==> config.mk <==
export PLATFORM = sky130hd
export DESIGN_NAME = draw_port_arbiter
export DESIGN_NICKNAME = d
export VERILOG_FILES = /design/src/rtl/draw_port_arbiter.sv
export SDC_FILE = /design/constraint.sdc
export NUM_CORES = 1
export LEC_CHECK = 0
export BUFFER_PORTS_ARGS = -buffer_cell sky130_fd_sc_hd__buf_2
export CAP_MARGIN = 20
export CORE_MARGIN = 3
export CORE_UTILIZATION = 50
export CTS_BUF_LIST = sky130_fd_sc_hd__clkbuf_4
export CTS_CLUSTER_DIAMETER = 50
export DETAILED_ROUTE_END_ITERATION = 16
export GPL_ROUTABILITY_DRIVEN = 0
export PLACE_DENSITY = 0.87
export SYNTH_ARGS = -nofsm -noshare
export SYNTH_HDL_FRONTEND = slang
export SYNTH_SLANG_ARGS = --single-unit
==> constraint.sdc <==
create_clock -name clock -period 4 [get_ports clock]
set_input_delay 0.8 -clock clock [delete_from_list [all_inputs] [get_ports clock]]
set_output_delay 0.8 -clock clock [all_outputs]
set_load 0.01 [all_outputs]
==> src/rtl/draw_port_arbiter.sv <==
// draw_port_arbiter: shares the single frame-buffer write port among three
// drawing engines. Whole bursts are granted (round-robin or fixed priority),
// the granted engine's pixels are registered and clipped to the screen, and a
// watchdog reclaims the port from an engine that never signals done.
module draw_port_arbiter #(
  parameter int NUM_REQ        = 3,
  parameter int FIXED_PRIORITY = 0,
  parameter int MAX_BURST      = 19201,
  parameter int SCREEN_W       = 160,
  parameter int SCREEN_H       = 120
) (
  input  logic                   clock,
  input  logic                   reset,
  input  logic [NUM_REQ-1:0]     req,
  input  logic [NUM_REQ-1:0]     done,
  input  logic [NUM_REQ-1:0]     plot_en,
  input  logic [8*NUM_REQ-1:0]   x_in,
  input  logic [7*NUM_REQ-1:0]   y_in,
  input  logic [3*NUM_REQ-1:0]   color_in,
  output logic [NUM_REQ-1:0]     grant,
  output logic [7:0]             X,
  output logic [6:0]             Y,
  output logic [2:0]             color_out,
  output logic                   draw_enable,
  output logic                   busy,
  output logic                   timeout_flag
);

  localparam int WD_W = $clog2(MAX_BURST + 1);

  typedef enum logic [1:0] {S_IDLE, S_GRANT, S_BURST, S_RELEASE} state_t;

  state_t          state_q, state_d;
  logic [1:0]      gidx_q, gidx_d;
  logic [1:0]      ptr_q, ptr_d;
  logic [WD_W-1:0] wdog_q, wdog_d;
  logic            tflag_q, tflag_d;
  logic [7:0]      x_q, x_d;
  logic [6:0]      y_q, y_d;
  logic [2:0]      col_q, col_d;
  logic            de_q, de_d;

  logic            win_found;
  logic [1:0]      win_idx;
  logic [7:0]      x_sel;
  logic [6:0]      y_sel;
  logic [2:0]      c_sel;
  logic            pe_sel, done_sel, wd_expire, in_bounds;

  // Requester index visited k steps after the round-robin pointer, wrapping 2 -> 0.
  function automatic logic [1:0] rr_idx(input logic [1:0] base, input int k);
    int t;
    t = int'(base) + k;
    if (t >= NUM_REQ) t = t - NUM_REQ;
    return 2'(t);
  endfunction

  // Pick the next winner; descending scan so the highest-priority candidate is written last.
  always_comb begin
    win_found = 1'b0;
    win_idx   = 2'd0;
    for (int k = NUM_REQ - 1; k >= 0; k--) begin
      if (FIXED_PRIORITY != 0) begin
        if (req[k]) begin
          win_found = 1'b1;
          win_idx   = 2'(k);
        end
      end else begin
        if (req[rr_idx(ptr_q, k)]) begin
          win_found = 1'b1;
          win_idx   = rr_idx(ptr_q, k);
        end
      end
    end
  end

  // Route the granted requester's pixel lane and evaluate clipping / watchdog expiry.
  always_comb begin
    x_sel     = x_in[8*gidx_q +: 8];
    y_sel     = y_in[7*gidx_q +: 7];
    c_sel     = color_in[3*gidx_q +: 3];
    pe_sel    = plot_en[gidx_q];
    done_sel  = done[gidx_q];
    wd_expire = (wdog_q == WD_W'(MAX_BURST - 1));
    in_bounds = (int'(x_sel) < SCREEN_W) && (int'(y_sel) < SCREEN_H);
  end

  // State register.
  always_ff @(posedge clock) begin
    if (reset) state_q <= S_IDLE;
    else       state_q <= state_d;
  end

  // Next-state logic: a burst ends only on done from the owner or watchdog expiry.
  always_comb begin
    state_d = state_q;
    case (state_q)
      S_IDLE:    if (win_found) state_d = S_GRANT;
      S_GRANT:   state_d = S_BURST;
      S_BURST:   if (done_sel || wd_expire) state_d = S_RELEASE;
      S_RELEASE: state_d = S_IDLE;
      default:   state_d = S_IDLE;
    endcase
  end

  // Next values for grant owner, pointer, watchdog, sticky flag and the pixel registers.
  always_comb begin
    gidx_d  = gidx_q;
    ptr_d   = ptr_q;
    wdog_d  = wdog_q;
    tflag_d = tflag_q;
    x_d     = x_q;
    y_d     = y_q;
    col_d   = col_q;
    de_d    = 1'b0;
    case (state_q)
      S_IDLE:    if (win_found) gidx_d = win_idx;
      S_GRANT:   wdog_d = '0;
      S_BURST: begin
        wdog_d = wdog_q + 1'b1;
        x_d    = x_sel;
        y_d    = y_sel;
        col_d  = c_sel;
        de_d   = pe_sel && in_bounds;
        // A done arriving on the expiry cycle wins: it is a normal completion.
        if (!done_sel && wd_expire) tflag_d = 1'b1;
      end
      S_RELEASE: ptr_d = (gidx_q == 2'd2) ? 2'd0 : gidx_q + 2'd1;
      default:   ;
    endcase
  end

  // Control and pixel registers; reset also clears the pixel outputs so nothing is written after it.
  always_ff @(posedge clock) begin
    if (reset) begin
      gidx_q  <= 2'd0;
      ptr_q   <= 2'd0;
      wdog_q  <= '0;
      tflag_q <= 1'b0;
      x_q     <= 8'd0;
      y_q     <= 7'd0;
      col_q   <= 3'd0;
      de_q    <= 1'b0;
    end else begin
      gidx_q  <= gidx_d;
      ptr_q   <= ptr_d;
      wdog_q  <= wdog_d;
      tflag_q <= tflag_d;
      x_q     <= x_d;
      y_q     <= y_d;
      col_q   <= col_d;
      de_q    <= de_d;
    end
  end

  // Outputs: grant is one-hot while the port is owned (grant and burst states).
  always_comb begin
    grant        = '0;
    if (state_q == S_GRANT || state_q == S_BURST) grant = NUM_REQ'(1) << gidx_q;
    busy         = (state_q != S_IDLE);
    X            = x_q;
    Y            = y_q;
    color_out    = col_q;
    draw_enable  = de_q;
    timeout_flag = tflag_q;
  end

endmodule

Word level (Yosys, flattened, before mapping):

Index checks and enable logic that the tools add are counted.

* input bits: 65
* register bits after elaboration: 41
* output and inout bits: 24

* add/sub/neg operators: 7
* magnitude comparators: 9
* mux-type cells: 25
* reduce and logical (&&, ||, !) cells: 13
* equal/unequal tests: 7
* shifts and indexed selects: 4
* bitwise operators: 1
* $mul: 2

Operators by type and width (number)
* one-hot mux 15 bit (2 select lines): 1
* variable part select 24 x 6 -> 8 bit: 1
* variable part select 21 x 6 -> 7 bit: 1
* two-way mux 2 bit: 9
* adder 15 x 1 -> 15 bit (second input constant): 1
* equality test 15 bit (second input constant): 1
* less-than comparator 2 x 3 -> 1 bit (second input constant): 4
* binary-select mux 1 bit (select 2 bit): 5
* variable part select 9 x 5 -> 3 bit: 1
* less-than comparator 8 bit (second input constant): 1
* two-way mux 1 bit: 8
* one-hot mux 2 bit (4 select lines): 1
* less-than comparator 7 bit (second input constant): 1
* equality test 2 bit (second input constant): 3
* greater-or-equal comparator 3 x 2 -> 1 bit (second input constant): 2
* AND reduction 2 bit: 3
* subtractor 2 bit (second input constant): 3
* multiplier 3 x 2 -> 5 bit (first input constant): 1
* multiplier 2 x 2 -> 4 bit (first input constant): 1
* inequality test 2 bit (second input constant): 2
* nonzero test 2 bit: 2
* adder 2 x 1 -> 3 bit (second input constant): 1
* adder 2 x 2 -> 3 bit (second input constant): 1
* logical AND 1 bit: 3
* 10 further kinds: 11

Logic depth before layout (Yosys ltp):

Gate-level depths: netlist (run 1).

* depth after elaboration: 10
* gate-level depth with buffers: 7
* mapped depth without buffers: 7

Worst setup path after synthesis (run 1):

No wires, ideal clock.

* kind: reg2out
* from: reg state_q[0]
* to: out grant[0]
* buffers on the path: 1
* stages on the path, launching flop included: 5
* arrival: 1.326 ns
* path slack: 1.874 ns
* required time: 3.200 ns
* cells stage by stage: dfxtp_1 inv_1 ha_1 clkbuf_1 nor3b_1

* longest elaborated chain between the ends: 3
* elaborated cells between the ends (all ways): 4
* classes of those cells: 2 x eq/ne; 1 x mux; 1 x reduce/logical

Ends and longest elaborated chain
* from (decl): RTL line 33 `state_t state_q, state_d;`
* from (signal assigned): RTL line 91 `else state_q <= state_d;`
* equality test 2 x 1 -> 1 bit / equality test 2 bit (equally long branches): RTL line 159 `if (state_q == S_GRANT || state_q == S_BURST) grant = NUM_REQ'(1) << gidx_q;`
* logical OR 1 bit (*): RTL line 159
* two-way mux 3 bit (*): RTL line 159
* to (decl): RTL line 20 `output logic [NUM_REQ-1:0] grant,`

Mark *: on every way between the ends. The rest lies on a longest branch, timed or not.

Final worst setup path (run 1):

* from: reg gidx_q[0]
* to: out grant[1]

* longest elaborated chain between the ends: 2

Ends and longest elaborated chain
* from (decl): RTL line 34 `logic [1:0] gidx_q, gidx_d;`
* from (signal assigned): RTL line 145 `gidx_q <= gidx_d;`
* << shifter 1 x 2 -> 3 bit: RTL line 159
* two-way mux 3 bit: RTL line 159

Every way passes these cells.

==> results of run 1 <==
cells in the final DEF, fill, tap and decap left out, types with 4 or more instances in the layout:
cell      synthesis  routed
a211oi_1         18      18
a21oi_1          26      26
buf_2             3      88
clkbuf_4          0       5
dfxtp_1          41      41
ha_1              9       9
inv_1             9       9
mux2i_1          23      23
nand2_1          11      11
nand2b_1          4       4
nand3_1           6       6
nor2_1           60      60
nor3_1            4       4
o21ai_0           4       4
xnor2_1           4       4
xor2_1            7       7
metal layers:
| layer | part of all wire | track usage | vias up |
|---|---|---|---|
| met3 | 0.078 | 0.05676 | 10 |
| met4 | 0.023 | 0.08498 | 0 |
| met2 | 0.47 | 0.3746 | 90 |
| li1 | - | - | 1162 |
| met5 | 0 | 0 | - |
| met1 | 0.43 | 0.2767 | 1032 |
final cells by class:
type	instances	area [um2]
clock inverters	3	16.27
fillers	382	1589
well taps	52	65.06
clock buffers	5	37.54
multi-input cells	219	1426
flip-flops and latches	41	820.8
inverters	9	33.78
repair buffers	90	455.4
report_power, final:
group | total (mW) | internal, mW | switching [mW]
registers | 0.557 | 0.483 | 0.0744
clock network | 0.207 | 0.0670 | 0.140
logic | 0.705 | 0.303 | 0.401
total | 1.47 | 0.853 | 0.615
flip-flops by register name, summed over array words and instances, names as in the netlist:
signal and cells:
draw_enable 1, color_out 3, X 8, state_q 2, Y 7, wdog_q 15
gidx_q 2, ptr_q 2, timeout_flag 1
metrics by stage:
| step | utilization | hold WS (ns) | instances | power [mW] | setup slack (ns) |
|---|---|---|---|---|---|
| 6_report | 0.6425 | 0.4841 | 419 | 1.469 | 1.381 |
| 5_1_grt | 0.6425 | 0.5133 | 419 | 1.594 | 1.227 |
| 4_1_cts | 0.6425 | 0.4942 | 419 | 1.475 | 1.370 |
| 3_5_place_dp | 0.6303 | 0.4673 | 411 | 1.272 | 1.776 |
| 3_3_place_gp | 0.6303 | 0.4482 | 411 | 1.252 | 1.832 |
| 2_1_floorplan | - | 0.4538 | 285 | 1.069 | 1.874 |
worst paths after layout:
check,slack (ns),from,endpoint
worst max-delay path,1.38,gidx_q[0],grant[1]
worst min-delay path,0.48,timeout_flag,timeout_flag
worst max register to register,1.76,gidx_q[0],state_q[1]
worst min register to register,0.48,timeout_flag,timeout_flag
tightest hold or removal path: cells and delay by family (launching register included):
kind	cells	cell delay, ns
flip-flops	1	0.35
AND/OR/NAND/NOR	2	0.11
kinds of logic after synthesis:
logic type                 share of synthesized area
and+or+nand+nor                               0.2375
AOI/OAI and AO/OA                             0.1724
buffers and inverters                        0.04162
muxes                                         0.1094
DFF                                           0.3501
adders and majority gates                    0.04803
xor gates and xnor gates                     0.04109
==> results.md, run 1 <==
* Critical Path Fanout Max at 24
* Yosys reg bits at 41
* Setup-failing EPs final at 0
* Max-cap viol count at 0
* CTS sink cnt at 41
* R2R cell count at 5
* P per Cell Area at 514.3 nW/um2
* Syn Std Cell Area at 2345 um2
* Fin Setup TNS at 0 ns
* Most used DFF post-synth: dfxtp_1
* Netlist cell types at 46
* Hpwl dp at 4377 um
* Max Root-Sink Buffers at 2
* Synth warn at 0
* Crit-path cells: inv_1 > nor3b_1 > buf_2
* Critical Path RT at 3.20 ns
* Share of the synthesized area in the top cell type at 0.3501
* Vias in the first global route at 2,218
* Global route overflow at 0
* Outcome: finished clean
* CP Capture Type: output pin
* Tcrit/Tclk final at 0.6547
* Worst Hold Class: reg2reg
* DR vias at 2,294
* Total GRT Usage at 0.2239
* # DRC at 0
* DRT Pass-1 Iters at 4
* Setup Skew at 0.009951 ns
* Area contributors post-synth: dfxtp_1, mux2i_1, nor2_1
* Most frequent cells after synthesis: nor2_1, dfxtp_1, a21oi_1
* Initial Utilization at 0.5276
* Leakage at 1.232 nW
* IO Pins at 89
* Worst path top cell family by delay: flip-flops
* Worst EP arrival at 1.82 ns
* Die Y at 74.48 um
* Initial antenna violation count at 0
* Post-DRT Antenna Nets at 0
* EDFF count, synth at 0
* Setup Buffers After CTS at 0
* Max Freq at 381.9 MHz
* RSZ-0062 raised after global routing: no
* Area delta synth->final at 21.77%
* Clk Latency, worst-skew pair at 0.35 ns
* Starting DRT DRC Count at 157
* Fin crit period at 2.619 ns
* Worst-Margin Slew at 0.8775 ns
* CP max stage delay at 0.91 ns
* Post-DP Area at 2801 um2
* Kind of critical path: reg2out
* Fraction of layout cells with a size suffix above 1 at 0.2861
* Avg Cell Area, Syn at 8.227 um2
* Port Buffers at 88
* Vias per Instance at 5.475
* Antenna fix cells at 0
* DIE WIDTH at 74.48 um
* Clk pin slew, worst setup/hold paths at 0.12 ns
* Post-CTS Resized at 0
* Slew Viols, Final at 0
* Ys async rst share at 0
* Leading cell type by number of instances after synthesis: nor2_1
* WP buf/inv at 2
* Max_slew headroom at 0.4142
* CTS tree: yes
* Post-route cell area at 2855 um2
* Worst Hold Path Cells at 2
* Post-Route WL at 5765 um
* Cts bufs inserted at 5
* Root Buffer: clkbuf_4
* Avg WL per Cell at 13.76 um
* Max IR drop VDD at 0.2487 mV
* First-pass GRT wire length at 9639 um
* CP max stage cell: dfxtp_1
* Area of the die at 5547 um2
* Critical path depth at 3
* Gate count of the mapped netlist at 285
* Post-synth top area cell: dfxtp_1
* CP Launch Type: flip-flop
* Cts hold-fix bufs at 0
* Largest net degree at the start of global routing at 40
* Post-Syn Nets at 359
* Core area at 4444 um2
* Layout Nets at 440
* Share of the yosys chip area belonging to registers at 0.3501
* CTS H-tree depth at 2
* Final Hold Fails at 0
* Row cnt at 24
Note: power is estimated with default switching activity, not from simulation.
==> run 2, diff against run 1 <==
--- a/config.mk
+++ b/config.mk
@@ -5,15 +5,16 @@
 export SDC_FILE = /design/constraint.sdc
 export NUM_CORES = 1
 export LEC_CHECK = 0
+export ABC_AREA = 1
 export BUFFER_PORTS_ARGS = -buffer_cell sky130_fd_sc_hd__buf_2
 export CAP_MARGIN = 20
 export CORE_MARGIN = 3
-export CORE_UTILIZATION = 50
+export CORE_UTILIZATION = 46
 export CTS_BUF_LIST = sky130_fd_sc_hd__clkbuf_4
 export CTS_CLUSTER_DIAMETER = 50
 export DETAILED_ROUTE_END_ITERATION = 16
 export GPL_ROUTABILITY_DRIVEN = 0
-export PLACE_DENSITY = 0.87
+export PLACE_DENSITY = 0.84
 export SYNTH_ARGS = -nofsm -noshare
 export SYNTH_HDL_FRONTEND = slang
 export SYNTH_SLANG_ARGS = --single-unit
==> constraint.sdc (replaced) <==
create_clock -name clock -period 2.17 [get_ports clock]
set_input_delay 0.434 -clock clock [delete_from_list [all_inputs] [get_ports clock]]
set_output_delay 0.434 -clock clock [all_outputs]
set_load 0.01 [all_outputs]
==> results.md, run 2 <==
* CTS tree: yes
* Kind of critical path: reg2out
* Global route overflow at 0
* Final Hold Fails at 0
* Min-delay src: y_in[15]
* First-pass GRT wire length at 10,230 um
* Starting DRT DRC Count at 106
* Synth Area in XOR/XNOR at 0.003692
* Cts hold-fix bufs at 0
* Critical Path RT at 1.74 ns
* Hpwl dp at 4738 um
* Synth warn at 0
* Fin Setup TNS at 0 ns
* Fraction of layout cells with a size suffix above 1 at 0.2943
* Largest family of logic cells by synthesized area: simple AND/OR/NAND/NOR gates
* Power, Total at 2.928 mW
* Max reg flops at 15
* Max-cap viol count at 0
* Area of the die at 6055 um2
* Most frequent cells after synthesis: nand2_1, nor2_1, dfxtp_1
* Post-Syn Nets at 420
* Area contributors post-synth: dfxtp_1, nand2_1, nor2_1
* Worst-Margin Slew at 0.4405 ns
* Commonest non-fill, non-tap cells in the layout: buf_2, nand2_1, nor2_1
* Post-synth top area cell: dfxtp_1
* DIE WIDTH at 77.82 um
* P per Cell Area at 1003 nW/um2
* Max Freq at 504.4 MHz
* Avg WL per Cell at 12.02 um
* Fin crit period at 1.982 ns
* Cells after DPL at 494
* # DRC at 0
* Finished Layout Cells at 502
* Leakage at 1.441 nW
* Port Buffers at 88
* Clk pin slew, worst setup/hold paths at 0.12 ns
* Die Y at 77.82 um
* Cts bufs inserted at 5
* Initial Utilization at 0.4893
* Setup-failing EPs final at 0
* Post-Synth Adder-Cell Area at 0.04747
* Initial antenna violation count at 0
* Commonest non-fill, non-tap cell in the layout: buf_2
* DRT Pass-1 Iters at 4
* Root Buffer: clkbuf_4
* IO Pins at 89
* Max Root-Sink Buffers at 2
* Clk Latency, worst-skew pair at 0.35 ns
* Total GRT Usage at 0.2034
* Max IR drop VDD at 0.6215 mV
* Most used DFF post-synth: dfxtp_1
* Share of the synthesized area in the top cell type at 0.3460
* Layout Nets at 508
* Critical Path Fanout Max at 12
* Core area at 4848 um2
* DR vias at 2,571
* Outcome: finished clean
* Yosys reg bits at 41
* Slew Viols, Final at 0
* CP Capture Type: output pin
* Tcrit/Tclk final at 0.9135
* Setup Skew at 0.01103 ns
* Compound-Gate Fraction of Synth Area at 0.1957
* Netlist cell types at 40
* Post-Route WL at 6034 um
* Ys async rst share at 0
* Multiplexer share of the synthesized area at 0
* Largest net degree at the start of global routing at 27
* CTS H-tree depth at 2
* CTS sink cnt at 41
* Max_slew headroom at 0.7063
* Worst Hold Class: in2reg
* Worst EP arrival at 1.55 ns
* Reg2Reg Launch Point: ptr_q[0]
* Area delta synth->final at 23.10%
* Row cnt at 25
* Post-DRT Antenna Nets at 0
* RSZ-0062 raised after global routing: no
* EDFF count, synth at 0
* Antenna fix cells at 0
* Final hold slack at 0.3251 ns
* Setup slack after layout at 0.1876 ns
* Share of the yosys chip area belonging to registers at 0.3460
* Vias per Instance at 5.122
* Syn Std Cell Area at 2372 um2
* Most flops, register: wdog_q
* Vias in the first global route at 2,396
* Worst setup path start: state_q[1]
* Leading cell type by number of instances after synthesis: nand2_1
* Gate count of the mapped netlist at 346
* Avg Cell Area, Syn at 6.856 um2
* Pre-CTS setup slack at 0.4472 ns
* CP Launch Type: flip-flop
* Synth Area in Simple Gates at 0.3175
[run 2: path summary, 6_finish.rpt]
kind | endpoint | slack (ns) | cells after the start
worst max register to register | gidx_q[1] | 0.45 | 11
worst min-delay path | Y[1] | 0.33 | 3
worst max-delay path | grant[0] | 0.19 | 5
worst min register to register | wdog_q[14] | 0.48 | 2
[run 2: routing by layer]
layer,share of wire,GRT usage,vias to the layer above
li1,-,-,1312
met1,0.43,0.2430,1145
met2,0.47,0.3459,102
met3,0.089,0.06613,12
met4,0.017,0.05872,0
met5,0,0,-
[run 2: per-stage QoR]
stage / instance area [um2] / utilization
global route: 2920 / 0.6023
detailed placement: 2860 / 0.5899
finish: 2920 / 0.6023
global placement: 2860 / 0.5899
CTS: 2915 / 0.6013
floorplan: 2372 / -
[run 2: kinds of logic (layout without fill, tap and decap cells)]
group           count (synthesis)  count (layout)
compound gates                 79              79
simple gates                  166             166
flops                          41              41
fa+ha+maj                       9               9
buf+inv                        50             139
xor+xnor                        1               1
[run 2: cell type report]
cell class                      instances  area [um2]
Fill cell                             468        1928
Tap cell                               67       83.83
Timing Repair Buffer                   92       470.5
Clock inverter                          2       10.01
Sequential cell                        41       820.8
Multi-Input combinational cell        255        1341
Clock buffer                            6       45.04
Inverter                               39       148.9
[run 2: power by group]
group	total (mW)	internal (mW)	switching (mW)	leakage (nW)
combinational	1.55	0.531	1.02	1.07
clock	0.384	0.136	0.248	0.0354
sequential	0.998	0.903	0.0951	0.334
total	2.93	1.57	1.36	1.44
[run 2: critical path, stage by stage, from the launching register on]
cell and delay [ns]:
dfxtp_1 0.40, inv_1 0.06, ha_2 0.38, inv_4 0.11, nor2_1 0.12, buf_2 0.14
[run 2: timing repair]
item | in CTS | in global routing
resized for setup | 0 | 3
buffers inserted | 0 | 0
endpoints found under the setup margin | 0 | 3
==> run 3, diff against run 2 <==
--- a/config.mk
+++ b/config.mk
@@ -5,16 +5,16 @@
 export SDC_FILE = /design/constraint.sdc
 export NUM_CORES = 1
 export LEC_CHECK = 0
-export ABC_AREA = 1
 export BUFFER_PORTS_ARGS = -buffer_cell sky130_fd_sc_hd__buf_2
 export CAP_MARGIN = 20
 export CORE_MARGIN = 3
-export CORE_UTILIZATION = 46
+export CORE_UTILIZATION = 40
 export CTS_BUF_LIST = sky130_fd_sc_hd__clkbuf_4
 export CTS_CLUSTER_DIAMETER = 50
 export DETAILED_ROUTE_END_ITERATION = 16
 export GPL_ROUTABILITY_DRIVEN = 0
-export PLACE_DENSITY = 0.84
+export PLACE_DENSITY = 0.76
+export SLEW_MARGIN = 15
 export SYNTH_ARGS = -nofsm -noshare
 export SYNTH_HDL_FRONTEND = slang
 export SYNTH_SLANG_ARGS = --single-unit
==> results.md, run 3 (same netlist as run 1, synthesis figures left out) <==
* Outcome: finished clean
* Commonest non-fill, non-tap cells in the layout: buf_2, nor2_1, dfxtp_1
* Hpwl dp at 4404 um
* Global route overflow at 0
* Setup-failing EPs final at 0
* Area of the multi-input gates at 1439 um2
* Initial antenna violation count at 0
* P per Cell Area at 959.3 nW/um2
* CP Capture Type: flip-flop
* Critical Path RT at 2.44 ns
* Clk pin slew, worst setup/hold paths at 0.12 ns
* Total GRT Usage at 0.1735
* Tcrit/Tclk final at 0.9651
* Starting DRT DRC Count at 95
* Port Buffers at 88
* Most flops, register: wdog_q
* CTS H-tree depth at 2
* Fin Setup TNS at 0 ns
* Die Y at 82.56 um
* Worst-Margin Slew at 0.5652 ns
* Largest net degree at the start of global routing at 39
* Comb power frac at 0.515
* DIE WIDTH at 82.56 um
* Cts bufs inserted at 5
* CTS sink cnt at 41
* Sequential standard cell area at 822.0 um2
* Area of the die at 6816 um2
* Vias per Instance at 5.079
* Clk network pwr share at 0.135
* Max Root-Sink Buffers at 2
* Min-delay src: y_in[7]
* Row cnt at 27
* Commonest non-fill, non-tap cell in the layout: buf_2
* First-pass GRT wire length at 9183 um
* Core area at 5574 um2
* Initial Utilization at 0.4207
* Final hold slack at 0.4066 ns
* Kind of critical path: reg2reg
* Seq pwr share at 0.350
* DRT Pass-1 Iters at 4
* Avg WL per Cell at 12.97 um
* Max_slew headroom at 0.6232
* DR vias at 2,245
* Worst R2R Setup Slack at 0.08 ns
* Hold EP: Y[0]
* Worst Hold Class: in2reg
* Layout Nets at 444
* Setup slack after layout at 0.07583 ns
* Fraction of layout cells with a size suffix above 1 at 0.3027
* Post-Route WL at 5732 um
* Setup Skew at 0.005300 ns
* Max-cap viol count at 0
* Worst Hold Path Cells at 3
* Max reg flops at 15
* Internal Power at 1.657 mW
* Post-DRT Antenna Nets at 0
* Slew Viols, Final at 0
* IO Pins at 89
* Max IR drop VDD at 0.5022 mV
* CP Launch Type: flip-flop
* Antenna fix cells at 0
* Final Hold Fails at 0
* Setup Buffers After CTS at 0
* Vias in the first global route at 2,008
* Pre-CTS setup slack at 0.1083 ns
* Max Freq at 477.5 MHz
* Critical Path Fanout Max at 4
* CTS tree: yes
* R2R cell count at 7
* Sw Share at 0.4094
* Fill cells at 549
* Leakage at 1.255 nW
* Worst R2R End: state_q[1]
* Net Switching at 1.149 mW
* Area delta synth->final at 24.71%
* RSZ-0062 raised after global routing: no
* Fin crit period at 2.094 ns
* Root Buffer: clkbuf_4
* Clk Latency, worst-skew pair at 0.34 ns
* # DRC at 0
* Worst EP arrival at 2.37 ns
* Reg2Reg Launch Point: wdog_q[0]
==> run 3: worst max path at each step <==
stage                           from          to
after floorplan            wdog_q[0]  state_q[1]
after global placement     wdog_q[0]  state_q[1]
after detailed placement   wdog_q[0]  state_q[1]
after CTS                 state_q[0]    grant[0]
after global routing       wdog_q[0]  state_q[1]
final                      wdog_q[0]  state_q[1]
==> run 3: area by class of cell <==
type / count / area share
Multi-Input combinational cell: 219 / 0.4921
Sequential cell: 41 / 0.2811
Tap cell: 72 / 0.03081
Inverter: 9 / 0.01155
Clock inverter: 1 / 0.002995
Clock buffer: 6 / 0.01540
Timing Repair Buffer: 94 / 0.1660
==> run 3: metal layers <==
metal  up-vias  global-route usage  share of wire
li1       1169                   -              -
met5         -                   0              0
met1       999              0.2176           0.45
met3         6             0.04989          0.065
met2        71              0.2957           0.47
met4         0             0.03595          0.012
==> run 3: critical path, cell delays in order (launching register included) <==
cell and delay [ns]:
dfxtp_1 0.35, inv_1 0.09, ha_1 0.14, or4b_1 0.44, or4_4 0.53, nor2b_4 0.14, a21oi_2 0.14, mux2i_1 0.20
==> run 3: repair_timing <==
item / CTS / global route
resized for setup: 0 / 3
endpoints found under the hold margin: 0 / 0
setup endpoints to repair: 0 / 3
hold buffers: 0 / 0
==> run 3: power groups by stage <==
stage | logic [mW] | registers [mW] | clock network (mW)
after floorplan | 0.945 | 1.02 | 0
after detailed placement | 1.41 | 0.995 | 0
after CTS | 1.41 | 0.982 | 0.390
after global placement | 1.38 | 0.993 | 0
after global routing | 1.61 | 1.00 | 0.417
final | 1.44 | 0.983 | 0.378
==> run 3: stage by stage <==
step	area (um2)	utilization	instances	power (mW)
finish	2924	0.5246	442	2.805
global route	2924	0.5246	442	3.032
CTS	2910	0.5221	442	2.782
detailed placement	2856	0.5125	435	2.404
global placement	2856	0.5125	435	2.368
floorplan	2345	-	285	1.970
